==> config.mk <==
export PLATFORM = sky130hd
export DESIGN_NAME = pdm_mic_decimator
export DESIGN_NICKNAME = d
export VERILOG_FILES = /design/src/rtl/pdm_mic_decimator.sv
export SDC_FILE = /design/constraint.sdc
export NUM_CORES = 1
export LEC_CHECK = 0
export CORE_MARGIN = 3
export CORE_UTILIZATION = 40
export CTS_CLUSTER_DIAMETER = 30
export CTS_CLUSTER_SIZE = 24
export DETAILED_ROUTE_END_ITERATION = 12
export GPL_TIMING_DRIVEN = 0
export SYNTH_ARGS = -nofsm -noshare
export SYNTH_HDL_FRONTEND = slang
export SYNTH_SLANG_ARGS = --single-unit
==> constraint.sdc <==
create_clock -name clk -period 5.2 [get_ports clk]
set_input_delay 1.04 -clock clk [delete_from_list [all_inputs] [get_ports clk]]
set_output_delay 1.04 -clock clk [all_outputs]
set_load 0.02 [all_outputs]
==> src/rtl/pdm_mic_decimator.sv <==
// rtl/pdm_mic_decimator.sv - PDM microphone clock generator and order-2 CIC decimator to 16-bit PCM
module pdm_mic_decimator #(
  parameter int CLK_DIV = 32,
  parameter int DECIM   = 64
) (
  input  logic               clk,
  input  logic               rst,
  input  logic               pdm_in,
  output logic               mic_clk,
  output logic signed [15:0] pcm_out,
  output logic               pcm_valid,
  output logic               clipped
);

  localparam int LOG2D = (DECIM > 1) ? $clog2(DECIM) : 1;
  localparam int W     = 2 * LOG2D + 2;
  localparam int SHIFT = 15 - 2 * LOG2D;
  localparam int DW    = $clog2(CLK_DIV);

  logic [DW-1:0]      div_cnt;
  logic [DW-1:0]      div_next;
  logic               bit_strobe;
  logic               sync_1;
  logic               sync_s;
  logic [LOG2D-1:0]   bit_cnt;
  logic               decim_tick;
  logic signed [W-1:0] x;
  logic signed [W-1:0] i1, i2, d1, d2;
  logic signed [W-1:0] c1, c2;
  logic signed [16:0] scaled;
  logic signed [15:0] sat_val;
  logic               sat_hit;

  assign div_next   = (div_cnt == DW'(CLK_DIV - 1)) ? '0 : div_cnt + DW'(1);
  assign bit_strobe = (div_cnt == DW'(CLK_DIV - 1));
  assign x          = sync_s ? W'(1) : {W{1'b1}};

  always_ff @(posedge clk) begin
    if (!rst) begin
      div_cnt <= '0;
      mic_clk <= 1'b0;
      sync_1  <= 1'b0;
      sync_s  <= 1'b0;
    end else begin
      div_cnt <= div_next;
      mic_clk <= (div_next < DW'(CLK_DIV / 2));
      sync_1  <= pdm_in;
      sync_s  <= sync_1;
    end
  end

  // Integrators wrap freely; the comb differences recover the exact block sums.
  always_ff @(posedge clk) begin
    if (!rst) begin
      i1         <= '0;
      i2         <= '0;
      bit_cnt    <= '0;
      decim_tick <= 1'b0;
    end else begin
      decim_tick <= bit_strobe && (bit_cnt == LOG2D'(DECIM - 1));
      if (bit_strobe) begin
        i1      <= i1 + x;
        i2      <= i2 + i1;
        bit_cnt <= bit_cnt + LOG2D'(1);
      end
    end
  end

  assign c1     = i2 - d1;
  assign c2     = c1 - d2;
  assign scaled = 17'(c2) <<< SHIFT;

  always_comb begin
    sat_val = scaled[15:0];
    sat_hit = 1'b0;
    if (scaled > 17'sd32767) begin
      sat_val = 16'sh7fff;
      sat_hit = 1'b1;
    end else if (scaled < -17'sd32768) begin
      sat_val = -16'sh8000;
      sat_hit = 1'b1;
    end
  end

  always_ff @(posedge clk) begin
    if (!rst) begin
      d1        <= '0;
      d2        <= '0;
      pcm_out   <= '0;
      pcm_valid <= 1'b0;
      clipped   <= 1'b0;
    end else begin
      pcm_valid <= decim_tick;
      clipped   <= decim_tick && sat_hit;
      if (decim_tick) begin
        d1      <= i2;
        d2      <= c1;
        pcm_out <= sat_val;
      end
    end
  end

endmodule

After elaboration in Yosys (flattened, before gate mapping)
Cells that the tools add are included.
{"block": "totals", "output_inout_bits": 19, "regBits": 89, "wordCells": 32, "inputBits": 3}
{"block": "op_classes", "mux": 6, "eq_ne": 2, "addsub": 6, "magnitude_cmp": 3, "reduce_logical": 2}
{"operator": "$mux 16", "n": 2}
{"operator": "$add 14x14->14", "n": 2}
{"operator": "$sub 14x14->14", "n": 2}
{"operator": "$gt 17x16->1 const B", "n": 1}
{"operator": "$lt 17x16->1 const B", "n": 1}
{"operator": "$mux 14", "n": 1}
{"operator": "$add 6x1->6 const B", "n": 1}
{"operator": "$eq 6x6->1 const B", "n": 1}
{"operator": "$add 5x1->5 const B", "n": 1}
{"operator": "$eq 5x5->1 const B", "n": 1}
{"operator": "$lt 5x5->1 const B", "n": 1}
{"operator": "$mux 5", "n": 1}
{"operator": "$logic_and 1x1->1", "n": 2}
{"operator": "$mux 1", "n": 2}

Depth between registers and ports, before layout
Gate-level depths: netlist of run 1.
{"block": "logic_depth", "ltp_word": 6, "ltp_mapped": 20, "mapped_depth_nobuf": 20}

Least setup slack after synthesis of run 1
Ideal clock, no wire load.
{"block": "synth_path", "kind": "flip-flop to flip-flop", "startpoint": "register i2[0]", "endpoint": "register pcm_out[10]", "t_arrival_ps": 3976, "stages_incl_launch_ff": 20, "setup_time_ps": 95, "t_required_ps": 5105, "synth_period_minus_slack_ps": 4071, "path_buffers": 0, "path_slack_ps": 1129, "path_cell_list": "dfxtp_1 -> inv_1 -> ha_1 -> inv_1 -> fa_1 -> a21o_1 -> a21oi_1 -> o21bai_1 -> a21oi_1 -> o21bai_1 -> a21oi_1 -> xnor2_1 -> ha_1 -> and2_2 -> a221o_1 -> o41ai_2 -> xnor2_2 -> xor2_1 -> nor2_4 -> o311ai_1"}
{"block": "synth_via", "elab_chain_cells": 5, "elab_cells_between_ends": 6, "cone_classes": "add/sub (2); order compare (2); mux (2)"}
{"element": "from (decl)", "line": "28", "rtl": "logic signed [W-1:0] i1, i2, d1, d2;"}
{"element": "from (signal assigned)", "line": "63", "rtl": "i2 <= i2 + i1;"}
{"element": "$sub 14x14->14 (*)", "line": "69", "rtl": "assign c1 = i2 - d1;"}
{"element": "net c1[8]", "line": "29", "rtl": "logic signed [W-1:0] c1, c2;"}
{"element": "$sub 14x14->14 (*)", "line": "70", "rtl": "assign c2 = c1 - d2;"}
{"element": "$lt 17x16->1", "line": "79", "rtl": "end else if (scaled < -17'sd32768) begin"}
{"element": "$mux 16", "line": "79"}
{"element": "$mux 16 (*)", "line": "76", "rtl": "if (scaled > 17'sd32767) begin"}
{"element": "to (signal assigned)", "line": "98", "rtl": "pcm_out <= sat_val;"}
{"element": "to (decl)", "line": "10", "rtl": "output logic signed [15:0] pcm_out,"}
The timed path passes the listed nets; every way through them passes the cells marked *.
A chain may end at the register's enable or synchronous reset.

Worst setup path in the final report of run 1
{"block": "layout_path", "startpoint": "register i2[0]", "endpoint": "register pcm_out[9]"}
The elaborated chain is that of the path after synthesis.

==> impl_metrics.json, run 1 <==
{
  "whs_path_depth": 1,
  "vdd_drop_max_mv": 0.1256,
  "syn_to_final_growth_pct": 12.73,
  "tns_ps": 0,
  "grt_usage_pct": 16.47,
  "synth.avg_cell_area_um2": 9.152,
  "status": "finished clean",
  "multi_input_area_um2": 3582,
  "path_common_cell": "a21oi_1",
  "rows": 42,
  "synth-seq-cells": 87,
  "timing.hold.ws_ps": 436.5,
  "p_sw_share_pct": 23.21,
  "cts_setup_buffers": 0,
  "slew_violations": 0,
  "cts_max_path_buffers": 2,
  "fin_skew_ps": 5.749,
  "cts_root_buffer": "clkbuf_16",
  "nFillCells": 1321,
  "yosys.area.top_type": "dfxtp_1",
  "power.density_nw_per_um2": 213.2,
  "rsz0062_at_grt": "no",
  "path_cells": "inv_1 -> ha_1 -> inv_1 -> fa_1 -> a21o_1 -> a21oi_1 -> o21bai_1 -> a21oi_1 -> o21bai_1 -> a21oi_1 -> xnor2_1 -> ha_1 -> and2_2 -> a221o_1 -> o41ai_2 -> xnor2_2 -> xor2_1 -> nor2_4 -> o311ai_1",
  "hp-class": "reg2reg",
  "seqCellArea_um2": 1742,
  "cts_buffers": 9,
  "hpwl_mm": 8.966,
  "hold_viol_final": 0,
  "cap_violations": 0,
  "tightest_slew_ps": 929.8,
  "antenna_found_initial": 0,
  "finalPower_uw": 1342,
  "io_pins": 22,
  "path_class": "reg2reg",
  "postRouteAntennaNets": 0,
  "seqPwrFrac_pct": 50.0,
  "die_area_um2": 15410,
  "worstSkewPairLatency_ps": 350,
  "vias": 4166,
  "min_period_ps": 4677,
  "worstPathRequired_ps": 5430,
  "setup_violations": 0,
  "antenna_cells": 0,
  "worst_slack_ps": 523.4,
  "first_iter_violations": 199,
  "cp.arrival_ps": 4910,
  "cts_tree": "built",
  "slowest_stage": "xor2_1",
  "htree_levels": 3,
  "crit_path_end_kind": "flop",
  "p_leak_uw": 0.002457,
  "syn_area_um2": 5583,
  "ys_async_sr_fraction_pct": 0,
  "dr.pass1.iters": 4,
  "start_util_pct": 41.50,
  "fin_crit_sh_pct": 89.93,
  "die_y_um": 124.1,
  "maxSlewHeadroom_pct": 38.01,
  "p_int_uw": 1030,
  "max_freq_mhz": 213.8,
  "clock-sinks": 87,
  "drcViolationCount": 0,
  "syn_nets": 671,
  "pre_cts_ws_ps": 545.0,
  "io_buffers": 20,
  "nets": 702,
  "gp_congestion": 0.8130,
  "die_w_um": 124.1,
  "synth_edf_count": 0,
  "cp_max_fo": 7,
  "first_global_vias": 4066,
  "wl_per_cell_um": 13.99,
  "switching_power_uw": 311.4,
  "synth_area_leaders": "dfxtp_1 31%, ha_1 12%, mux2i_1 8.1%, nor2b_1 5.7%, xnor2_1 5.0%",
  "ctsResizeCount": 0,
  "grt_remaining_overflow": 0,
  "ys_seq_area_share_pct": 31.20,
  "fp.coreArea_um2": 13450,
  "clk_pin_slew_worst_paths_ps": 70,
  "hold_buffers": 0,
  "drive_gt1_share_pct": 5.728,
  "worst_path_largest_cell_delay_ps": 440,
  "rr_worst_depth": 19,
  "syn_inst": 610,
  "cp-start-kind": "flop",
  "synth_cell_types": 65,
  "grt_max_degree": 17,
  "synthFlopType": "dfxtp_1",
  "grt_pass1_wl_mm": 19.98,
  "yosys_warnings": 0,
  "synth_top_area_share_pct": 31.20,
  "combPwrFrac_pct": 2.9,
  "vias_per_cell": 5.068,
  "routed_wl_mm": 11.50,
  "clockPowerShare_pct": 47.2
}
-- cells in the mapped netlist (3+ instances only) --
cell and n:
a21o_1 17, nor2_1 28, nor2b_1 51, xor2_1 15, ha_1 54, o21ai_0 20
o311ai_1 6, and2_1 12, a21boi_0 4, nand3b_1 3, inv_1 41, clkbuf_1 13
nand4_1 4, mux2i_1 45, o21bai_1 4, a31oi_1 3, o21a_1 10, o21ai_1 3
xnor2_2 4, o211a_1 5, o211ai_1 3, nand3_1 8, a211oi_1 4, nor3_1 7
buf_1 3, nand2b_1 7, fa_1 4, nand2_1 32, xnor2_1 32, dfxtp_1 87
a21oi_1 33, maj3_1 5
-- worst max-delay path: cells and delay by family (launching register included) --
kind / cells / cell delay [ps]
AND/OR/NAND/NOR: 2 / 340
flip-flops: 1 / 340
buffers and inverters: 2 / 130
XOR/XNOR: 3 / 850
AO/OA/AOI/OAI: 9 / 1990
adder cells (fa/ha/maj): 3 / 890
-- through the flow --
stage / utilization [%] / area [µm²] / std cells
final: 46.78 / 6294 / 822
after CTS: 46.78 / 6294 / 822
after global placement: 44.62 / 6003 / 806
after floorplan: - / 5583 / 610
after detailed placement: 44.62 / 6003 / 806
after global routing: 46.78 / 6294 / 822
-- layout by cell type (no fill, tap or decap), types with 5 or more instances in the layout --
| master | n |
|---|---|
| o21a_1 | 10 |
| mux2i_1 | 45 |
| xor2_1 | 15 |
| clkdlybuf4s50_1 | 20 |
| clkbuf_1 | 13 |
| and2_1 | 12 |
| a21o_1 | 17 |
| a21oi_1 | 33 |
| nor2b_1 | 51 |
| nor3_1 | 7 |
| nor2_1 | 28 |
| ha_1 | 54 |
| nand3_1 | 8 |
| maj3_1 | 5 |
| dfxtp_1 | 87 |
| nand2b_1 | 7 |
| nand2_1 | 32 |
| xnor2_1 | 32 |
| o21ai_0 | 20 |
| clkbuf_16 | 9 |
| o211a_1 | 5 |
| inv_1 | 41 |
| o311ai_1 | 6 |
-- path summary, 6_finish.rpt --
kind	startpoint	end	slack, ps
worst max-delay path	i2[0]$_SDFFE_PN0P_	pcm_out[9]$_SDFFE_PN0P_	520
worst min-delay path	sync_1$_SDFF_PN0_	sync_s$_SDFF_PN0_	440
worst max register to register	i2[0]$_SDFFE_PN0P_	pcm_out[9]$_SDFFE_PN0P_	520
worst min register to register	sync_1$_SDFF_PN0_	sync_s$_SDFF_PN0_	440
-- registers in the layout, indices dropped and copies added, names as in the netlist --
register	flops
sync_1	1
i2	14
sync_s	1
d1	14
pcm_out	14
decim_tick	1
mic_clk	1
i1	14
clipped	1
div_cnt	5
d2	14
bit_cnt	6
pcm_valid	1
-- cell type report --
type | count | share of cell area, %
buffer | 21 | 1.670
clock inverter | 6 | 0.8151
sequential | 87 | 27.67
timing repair buffer | 20 | 3.181
multi-input combinational | 461 | 56.92
tap | 176 | 3.499
clock buffer | 10 | 3.797
inverter | 41 | 2.445
-- cell families (layout without fill, tap and decap cells) --
kind of cell,after synthesis,in the layout,share of synthesized area (%)
AOI/OAI and AO/OA,134,134,16.67
xor gates and xnor gates,52,52,8.830
adders and majority gates,63,63,14.43
buffers and inverters,62,98,4.639
DFF,87,87,31.20
muxes,45,45,8.068
and+or+nand+nor,167,167,16.16
-- metal layers --
metal / up-vias / track usage (%) / part of all wire (%)
met1: 1918 / 20.68 / 49
met4: 0 / 4.381 / 1.0
met5: - / 0 / 0
met3: 11 / 3.860 / 2.6
met2: 40 / 28.34 / 48
li1: 2197 / - / -
-- power groups by stage --
| stage | logic, µW | registers, µW | clock network [µW] |
|---|---|---|---|
| CTS | 38.7 | 671 | 657 |
| global route | 43.1 | 670 | 687 |
| floorplan | 27.2 | 686 | 0 |
| detailed placement | 38.6 | 686 | 0 |
| global placement | 37.9 | 686 | 0 |
| finish | 38.4 | 671 | 633 |
Note: power is estimated with default switching activity, not from simulation.
==> run 2: changes to the inputs <==
--- a/config.mk
+++ b/config.mk
@@ -14,3 +14,4 @@
 export SYNTH_ARGS = -nofsm -noshare
 export SYNTH_HDL_FRONTEND = slang
 export SYNTH_SLANG_ARGS = --single-unit
+export TNS_END_PERCENT = 5
==> results of run 2 <==
Final layout, timing and power as in run 1 (identical DEF).
